[config.mk]
export PLATFORM = sky130hd
export DESIGN_NAME = cordic_rotacao_iterativa_flat
export DESIGN_NICKNAME = d
export VERILOG_FILES = /design/src/rtl/cordic_pkg.sv /design/src/rtl/cordic_rotacao_iterativa_if.sv /design/src/rtl/cordic_atan_rom.sv /design/src/rtl/cordic_rotacao_iterativa.sv /design/src/flat_wrapper.sv
export SDC_FILE = /design/constraint.sdc
export NUM_CORES = 1
export LEC_CHECK = 0
export CORE_AREA = 2 2 196 198
export DETAILED_ROUTE_END_ITERATION = 8
export DIE_AREA = 0 0 198 200
export DONT_BUFFER_PORTS = 1
export HOLD_SLACK_MARGIN = 0.05
export MAX_ROUTING_LAYER = met4
export PLACE_DENSITY = 0.7
export SETUP_SLACK_MARGIN = 0.15
export SLEW_MARGIN = 10
export SYNTH_ARGS = -nofsm -noshare
export SYNTH_HDL_FRONTEND = slang
export SYNTH_SLANG_ARGS = --single-unit
[constraint.sdc]
create_clock -name clk -period 6 [get_ports clk]
set_input_delay 0.3 -clock clk [delete_from_list [all_inputs] [get_ports clk]]
set_output_delay 0.3 -clock clk [all_outputs]
set_load 0.02 [all_outputs]
[src/rtl/cordic_pkg.sv]
// Shared CORDIC constants: arctangent table, gain, quadrant angles
// and the iterative core's state encoding.
package cordic_pkg;

    typedef enum logic [1:0] {
        IDLE = 2'd0,
        CALC = 2'd1,
        OUT  = 2'd2
    } state_t;

    localparam int K_GAIN   = 39797;
    localparam int ANG_90   = 5898240;
    localparam int ANG_180  = 11796480;
    localparam int ATAN_LEN = 16;

    // atan(2^-idx) in Q16.16 degrees; zero past the table end
    function automatic int atan_q16(input int idx);
        case (idx)
            0:       return 2949120;
            1:       return 1740967;
            2:       return 919879;
            3:       return 466945;
            4:       return 234379;
            5:       return 117304;
            6:       return 58666;
            7:       return 29335;
            8:       return 14668;
            9:       return 7334;
            10:      return 3667;
            11:      return 1833;
            12:      return 917;
            13:      return 458;
            14:      return 229;
            15:      return 115;
            default: return 0;
        endcase
    endfunction

endpackage

[src/rtl/cordic_rotacao_iterativa_if.sv]
// Start/done handshake and operand/result bundle between the
// quadrant-correction stage and the iterative CORDIC core.
interface cordic_rotacao_iterativa_if #(
    parameter int WIDTH = 32
);
    logic                    start;
    logic signed [WIDTH-1:0] z_in;
    logic [1:0]              sinal_seno;
    logic [1:0]              sinal_cosseno;
    logic                    busy;
    logic                    done;
    logic signed [WIDTH-1:0] seno;
    logic signed [WIDTH-1:0] cosseno;

    modport master (
        output start, z_in, sinal_seno, sinal_cosseno,
        input  busy, done, seno, cosseno
    );

    modport slave (
        input  start, z_in, sinal_seno, sinal_cosseno,
        output busy, done, seno, cosseno
    );
endinterface

[src/rtl/cordic_atan_rom.sv]
// Combinational arctangent lookup for the micro-rotation index.
module cordic_atan_rom
    import cordic_pkg::*;
#(
    parameter int WIDTH = 32,
    parameter int IW    = 5
) (
    input  logic [IW-1:0]           idx,
    output logic signed [WIDTH-1:0] atan
);
    always_comb begin
        atan = WIDTH'(atan_q16(int'(idx)));
    end
endmodule

[src/rtl/cordic_rotacao_iterativa.sv]
// Iterative rotation-mode CORDIC: one micro-rotation per clock,
// quadrant sign applied when the result is registered.
module cordic_rotacao_iterativa
    import cordic_pkg::*;
#(
    parameter int ITERATIONS = 16,
    parameter int WIDTH      = 32
) (
    input logic clk,
    input logic rst,
    cordic_rotacao_iterativa_if.slave bus
);
    localparam int IW = $clog2(WIDTH);

    state_t                  state;
    state_t                  state_nx;
    logic signed [WIDTH-1:0] x;
    logic signed [WIDTH-1:0] y;
    logic signed [WIDTH-1:0] z;
    logic signed [WIDTH-1:0] x_sh;
    logic signed [WIDTH-1:0] y_sh;
    logic signed [WIDTH-1:0] atan;
    logic [IW-1:0]           i;
    logic                    sign_s;
    logic                    sign_c;
    logic                    last_step;

    cordic_atan_rom #(
        .WIDTH (WIDTH),
        .IW    (IW)
    ) u_rom (
        .idx  (i),
        .atan (atan)
    );

    assign x_sh      = x >>> i;
    assign y_sh      = y >>> i;
    assign last_step = (i == IW'(ITERATIONS - 1));
    assign bus.busy  = (state != IDLE);

    always_ff @(posedge clk or posedge rst) begin
        if (rst) state <= IDLE;
        else     state <= state_nx;
    end

    always_comb begin
        state_nx = state;
        unique case (state)
            IDLE:    if (bus.start) state_nx = CALC;
            CALC:    if (last_step) state_nx = OUT;
            OUT:     state_nx = IDLE;
            default: state_nx = IDLE;
        endcase
    end

    // Both updates read the pre-step x/y, so the rotation stays exact.
    always_ff @(posedge clk or posedge rst) begin
        if (rst) begin
            x           <= '0;
            y           <= '0;
            z           <= '0;
            i           <= '0;
            sign_s      <= 1'b0;
            sign_c      <= 1'b0;
            bus.done    <= 1'b0;
            bus.seno    <= '0;
            bus.cosseno <= '0;
        end else begin
            bus.done <= 1'b0;
            unique case (state)
                IDLE: begin
                    if (bus.start) begin
                        x      <= WIDTH'(K_GAIN);
                        y      <= '0;
                        z      <= bus.z_in;
                        i      <= '0;
                        sign_s <= bus.sinal_seno[1];
                        sign_c <= bus.sinal_cosseno[1];
                    end
                end
                CALC: begin
                    if (!z[WIDTH-1]) begin
                        x <= x - y_sh;
                        y <= y + x_sh;
                        z <= z - atan;
                    end else begin
                        x <= x + y_sh;
                        y <= y - x_sh;
                        z <= z + atan;
                    end
                    i <= i + IW'(1);
                end
                OUT: begin
                    bus.seno    <= sign_s ? -y : y;
                    bus.cosseno <= sign_c ? -x : x;
                    bus.done    <= 1'b1;
                end
                default: ;
            endcase
        end
    end
endmodule

[src/flat_wrapper.sv]
// flat-port wrapper written by rule: the top's interface ports become plain ports
module cordic_rotacao_iterativa_flat import cordic_pkg::*;
#(
    parameter int ITERATIONS = 16,
    parameter int WIDTH      = 32
)
  (clk, rst, bus_start, bus_z_in, bus_sinal_seno, bus_sinal_cosseno, bus_busy, bus_done, bus_seno, bus_cosseno);
  cordic_rotacao_iterativa_if #(.WIDTH(WIDTH)) bus_i ();
  input logic clk;
  input logic rst;
  input wire logic [$bits(bus_i.start)-1:0] bus_start;
  input wire logic [$bits(bus_i.z_in)-1:0] bus_z_in;
  input wire logic [$bits(bus_i.sinal_seno)-1:0] bus_sinal_seno;
  input wire logic [$bits(bus_i.sinal_cosseno)-1:0] bus_sinal_cosseno;
  output wire logic [$bits(bus_i.busy)-1:0] bus_busy;
  output wire logic [$bits(bus_i.done)-1:0] bus_done;
  output wire logic [$bits(bus_i.seno)-1:0] bus_seno;
  output wire logic [$bits(bus_i.cosseno)-1:0] bus_cosseno;
  assign bus_i.start = bus_start;
  assign bus_i.z_in = bus_z_in;
  assign bus_i.sinal_seno = bus_sinal_seno;
  assign bus_i.sinal_cosseno = bus_sinal_cosseno;
  assign bus_busy = bus_i.busy;
  assign bus_done = bus_i.done;
  assign bus_seno = bus_i.seno;
  assign bus_cosseno = bus_i.cosseno;
  cordic_rotacao_iterativa #(.ITERATIONS(ITERATIONS), .WIDTH(WIDTH)) u_core (.clk(clk), .rst(rst), .bus(bus_i));
endmodule
== Yosys cells after proc, flatten, opt, wreduce, memory -nomap -nowiden ==
Memory sizes are Yosys's and may differ from the RTL's.
Index checks and enable logic that the tools add are counted.

* Multiplexer cells: 18
* Reduce and logical (&&, ||, !) cells: 6
* Shift-type cells: 2
* Add/subtract/negate cells: 9
* Equal/unequal tests: 5

{| class="wikitable"
|+ Operators by type and width
! operator !! number
|-
| $mux W32 || 9
|-
| $pmux W32 S2 || 3
|-
| $add A32 B32 Y32 || 3
|-
| $sub A32 B32 Y32 || 3
|-
| $neg A32 Y32 || 2
|-
| $sshr A32 B5 Y32 || 2
|-
| $pmux W5 S2 || 1
|-
| $reduce_and A2 Y1 || 3
|-
| $add A5 B1 Y5 const B || 1
|-
| $eq A5 B4 Y1 const B || 1
|-
| $mux W5 || 1
|-
| $mux W2 || 2
|-
| $pmux W2 S2 || 1
|-
| $reduce_bool A2 Y1 || 2
|-
| $eq A2 B1 Y1 const B || 1
|-
| $eq A2 B2 Y1 const B || 1
|-
| $logic_not A2 Y1 || 1
|-
| $ne A2 B1 Y1 const B || 1
|-
| $ne A2 B2 Y1 const B || 1
|-
| $mux W1 || 1
|}

* Register bits after elaboration: 170
* Bits of input ports: 39
* Memories kept: 1
* Output and inout port bits: 66
* Word-level logic and storage cells: 51
* Memory bits (read-only): 352

{| class="wikitable"
|+ Memory list
! name !! depth !! width !! rd ports !! clocked after Yosys merged registers in !! write ports !! RTL line !! text
|-
| (name not given) || 16 || 22 || 1 || 0 || 0 || cordic_pkg.sv:18 || <nowiki>case (idx)</nowiki>
|}

== Longest topological paths before layout ==
An unclocked memory read counts as a cell.

* Word-level depth: 5
* Gate-level depth with buffers: 33
* Depth with buffers taken out: 27

== Hierarchy ==
Synthesis repeated with hierarchy kept, for this count alone.

* Cell total of the unflattened synthesis: 2355
* Area, all modules: 19612.6 µm²

{| class="wikitable"
|+ Modules (own cells, without submodules)
! module !! cells each !! sequential area each (µm²) !! times used !! area an instance (µm²)
|-
| cordic_rotacao_iterativa || 2261 || 4254.1 || 1 || 18980.7
|-
| cordic_atan_rom || 94 || 0.0 || 1 || 631.9
|}

== Worst setup path before layout ==
No wires, ideal clock.

* Kind: register -> register
* Start: register u_core.i[2]
* End: register u_core.z[30]
* Cell stages (with the launch flop): 27
* Data arrival time: 5.985 ns
* Library setup time: 0.094 ns
* Buffers on the path: 8
* Required time: 5.906 ns
* Clock period less this slack: 6.079 ns
* Setup slack: -0.079 ns
* Cell sequence: dfrtp_1 buf_2 buf_2 buf_2 buf_2 buf_2 buf_2 buf_1 clkbuf_1 nor3_1 a311oi_1 inv_1 ha_1 mux2_2 fa_1 a211oi_1 o21bai_1 a21oi_1 o31ai_1 o41ai_1 o22ai_1 a221o_1 o21ai_0 a311oi_1 nand3_1 a21oi_1 a211oi_1

* Longest elaborated chain between the ends: 5
* Elaborated cells between the ends (all ways): 6
* Those cells by class: add/sub (2); mux (3); memory (1)

{| class="wikitable"
|+ RTL lines
! element !! RTL line !! text
|-
| start, declared || cordic_rotacao_iterativa.sv:23 || <nowiki>logic [IW-1:0] i;</nowiki>
|-
| start signal, assigned || cordic_rotacao_iterativa.sv:91 || <nowiki>i <= i + IW'(1);</nowiki>
|-
| $mem_v2 Z16 W22 (*) || -- ||
|-
| $mux W32 (*) || cordic_pkg.sv:18 ||
|-
| $sub A32 B32 Y32 or $add A32 B32 Y32 (tied branches) || cordic_rotacao_iterativa.sv:85, cordic_rotacao_iterativa.sv:89 ||
|-
| $mux W32 (*) || cordic_rotacao_iterativa.sv:82 || <nowiki>if (!z[WIDTH-1]) begin</nowiki>
|-
| $pmux W32 S2 (*) || cordic_rotacao_iterativa.sv:70 || <nowiki>unique case (state)</nowiki>
|-
| end signal, assigned || cordic_rotacao_iterativa.sv:75 || <nowiki>z <= bus.z_in;</nowiki>
|-
| end signal, assigned || cordic_rotacao_iterativa.sv:85 || <nowiki>z <= z - atan;</nowiki>
|-
| end signal, assigned || cordic_rotacao_iterativa.sv:89 || <nowiki>z <= z + atan;</nowiki>
|-
| end, declared || cordic_rotacao_iterativa.sv:19 || <nowiki>logic signed [WIDTH-1:0] z;</nowiki>
|}

Every way passes the cells marked *; elsewhere a longest branch is shown, timed or not.
A chain may end at the register's enable or synchronous reset.

== Worst setup path after layout ==
* Start: register u_core.i[1]
* End: register u_core.x[31]

* Longest elaborated chain between the ends: 4
* Elaborated cells between the ends (all ways): 5
* Those cells by class: add/sub (2); shift (1); mux (2)

{| class="wikitable"
|+ RTL lines
! element !! RTL line !! text
|-
| $sshr A32 B5 Y32 (*) || cordic_rotacao_iterativa.sv:37 || <nowiki>assign y_sh = y >>> i;</nowiki>
|-
| $sub A32 B32 Y32 or $add A32 B32 Y32 (tied branches) || cordic_rotacao_iterativa.sv:83, cordic_rotacao_iterativa.sv:87 ||
|-
| $mux W32 (*) || cordic_rotacao_iterativa.sv:82 ||
|-
| $pmux W32 S2 (*) || cordic_rotacao_iterativa.sv:70 ||
|-
| end signal, assigned || cordic_rotacao_iterativa.sv:73 || <nowiki>x <= WIDTH'(K_GAIN);</nowiki>
|-
| end signal, assigned || cordic_rotacao_iterativa.sv:83 || <nowiki>x <= x - y_sh;</nowiki>
|-
| end signal, assigned || cordic_rotacao_iterativa.sv:87 || <nowiki>x <= x + y_sh;</nowiki>
|-
| end, declared || cordic_rotacao_iterativa.sv:17 || <nowiki>logic signed [WIDTH-1:0] x;</nowiki>
|}

Marks and branches as above.

==> metrics.cfg <==
[placement]
dpl.cell_count=2875
pre_cts_ws_ns=-0.0548
dp_hpwl_um=49300
gp_congestion=0.984
io_buffers=0

[synth]
muxShareOfSynthArea_pct=13.6
syn_area_sq_mm=0.0186
ys_warn_count=0
synth_top_family_by_area=compound AO/OA/AOI/OAI gates
synth.avg_cell_area_sq_um=8.11
syn-num-nets=2448
synth_edf_count=0
synthXorXnorAreaFrac_pct=10.0
yosys.area_share.simple_pct=17.2
synthArstFlopShare_pct=100
syn_inst=2295
synth-seq-cells=170
synth_ff_type=dfrtp_1
synth_cell_type_count=80
yosysSeqAreaShare_pct=22.8
synth_compound_area_share_pct=23.5
synthAdderAreaFrac_pct=7.78

[sta]
min_period_over_period_pct=94.7
max_freq_mhz=176
fin_skew_ns=0.0122
hold_ws_ns=0.0782
rsz0062_at_grt=true
layout_min_cycle_time_ns=5.68
hold_viol=0
timing.final.ws_setup_ns=0.321
setup_viol=0
slew_viol_final=0
worst_pin_slew_ns=0.950
slew_headroom_pct=36.7

[worst_setup_path]
rrSetupSlack_ns=0.32
startpoint_type=register
cp_top_family=compound AO/OA/AOI/OAI gates
worst_setup_path_end_kind=register
cp_num_cells=25
startpoint=u_core.i[1]$_DFFE_PP0P_
r2r_start=u_core.i[1]$_DFFE_PP0P_
crit_fanout=8
cp.arrival_ns=6.08
r2r-end=u_core.x[31]$_DFFE_PP0P_
crit_slowest_cell=dfrtp_4
critPathKind=register to register
slowest_delay_ns=0.55
cp.required_ns=6.40
critical_path.endpoint=u_core.x[31]$_DFFE_PP0P_
rr_worst_depth=25
path_buf_inv=4

[min_path]
hold_path_class=input port to register

[detailed_routing]
routed_wl_um=65700
vias=18700
wl_per_cell_um=22.2
via_per_inst=6.31
drc_errors=0
dr.pass1.iters=6
drt_iter0_markers=1715
antenna_left=0

[outcome]
status=complete, no violations

[grt]
grt_use_total_pct=34.1
grt_overflow=0
grt_max_degree=125
grt_pass1_vias=17800
antenna_found_initial=0
grt_pass1_wl_um=101000

[floorplan]
dieArea_sq_mm=0.0396
io_pins=105
coreArea_sq_mm=0.0374
die_h_um=200
rows=71
die_x_um=198
initial_core_util_pct=49.8

[layout]
area_growth_pct=18.2
finalNetCount=2594
drive_gt1_share_pct=20.1
final_common_cell=nand2_1
final_cell_mix=nand2_1 (284), buf_4 (256), o21ai_0 (211)
n_fill_cell=3325
antenna_cells=0
layout.cells.non_filler=2964

[clocking]
clkTransAtPathRegs_ns=0.08
cts.sinks=170
htree_levels=4
root_buffer=clkbuf_16
cts_tree=yes
cts-buffers-inserted=17
cts_max_path_buffers=2
clock_latency_ns=0.49

[job]
maxCapViolations=0

-- state kept, by name (all words and copies together), names as in the netlist --
signal              cells
u_core.bus.done         1
u_core.sign_c           1
u_core.bus.seno        32
u_core.z               32
u_core.bus.cosseno     32
u_core.i                5
u_core.x               32
u_core.sign_s           1
u_core.y               32
u_core.state            2
-- synthesized netlist by cell type, types with 56 or more instances --
library cell	instances	share of area, %
nand2_1	285	5.7
o21ai_0	222	6.0
dfrtp_1	170	23
nor2_1	159	3.2
a21oi_1	152	4.1
clkbuf_1	128	2.6
xor2_1	123	5.8
ha_1	111	7.5
xnor2_1	90	4.2
mux4_2	63	7.6
mux2i_1	60	3.2
nand3_1	56	1.5
-- timing repair --
item	CTS	global route
hold endpoints to repair	120	0
endpoints found under the setup margin	8	27
cloned	0	1
hold buffers	34	0
pin swaps	2	21
resized for setup	13	61
setup buffers	2	21
-- how the worst min path moves through the flow --
stage	endpoint	cells past startpoint	slack, ns	startpoint
2_1_floorplan	u_core.sign_c$_DFFE_PP0P_	2	0.41	bus_sinal_cosseno[1]
3_3_place_gp	u_core.bus.done$_DFF_PP0_	1	0.39	rst
3_5_place_dp	u_core.bus.done$_DFF_PP0_	1	0.38	rst
4_1_cts	u_core.z[29]$_DFFE_PP0P_	4	0.05	bus_z_in[29]
5_1_grt	u_core.z[29]$_DFFE_PP0P_	4	0.12	bus_z_in[29]
6_report	u_core.z[29]$_DFFE_PP0P_	4	0.08	bus_z_in[29]
-- per-stage QoR --
| step | cell area [sq um] | TNS, ns | util (%) |
|---|---|---|---|
| 2_1_floorplan | 18600 | 0 | - |
| 3_3_place_gp | 20500 | -0.0672 | 54.9 |
| 3_5_place_dp | 20500 | -0.107 | 54.9 |
| 4_1_cts | 21600 | 0 | 57.6 |
| 5_1_grt | 22000 | 0 | 58.9 |
| 6_report | 22000 | 0 | 58.9 |
-- logic make-up after synthesis --
| group | Yosys count |
|---|---|
| buf+inv | 231 |
| fa+ha+maj | 114 |
| compound gates | 699 |
| simple gates | 700 |
| xor+xnor | 213 |
| mux | 168 |
| flops | 170 |
-- routing by layer --
layer	share of wire, %	up-vias	wire length [um]	GRT usage (%)
met3	8.1	155	5350	4.94
met4	4.2	0	2750	14.8
li1	-	8666	-	-
met2	46	864	30400	55.0
met5	0	-	0	-
met1	41	9019	27200	42.9
-- worst min-delay path, cell delays in order --
cell,delay [ns]
nand2_1,0.06
nand2_1,0.06
nand2_1,0.04
o21ai_0,0.06
-- area by class of cell --
class | instances | area (sq um) | share of cell area (%)
timing repair buffer | 304 | 2520 | 11.5
multi-input combinational | 1894 | 13800 | 62.5
clock inverter | 14 | 184 | 0.835
inverter | 54 | 213 | 0.966
clock buffer | 17 | 425 | 1.93
tap | 511 | 639 | 2.90
sequential | 170 | 4270 | 19.4
Power is not shown: default switching activity piles up to over one toggle a cycle in this logic, so the estimate is an artifact.
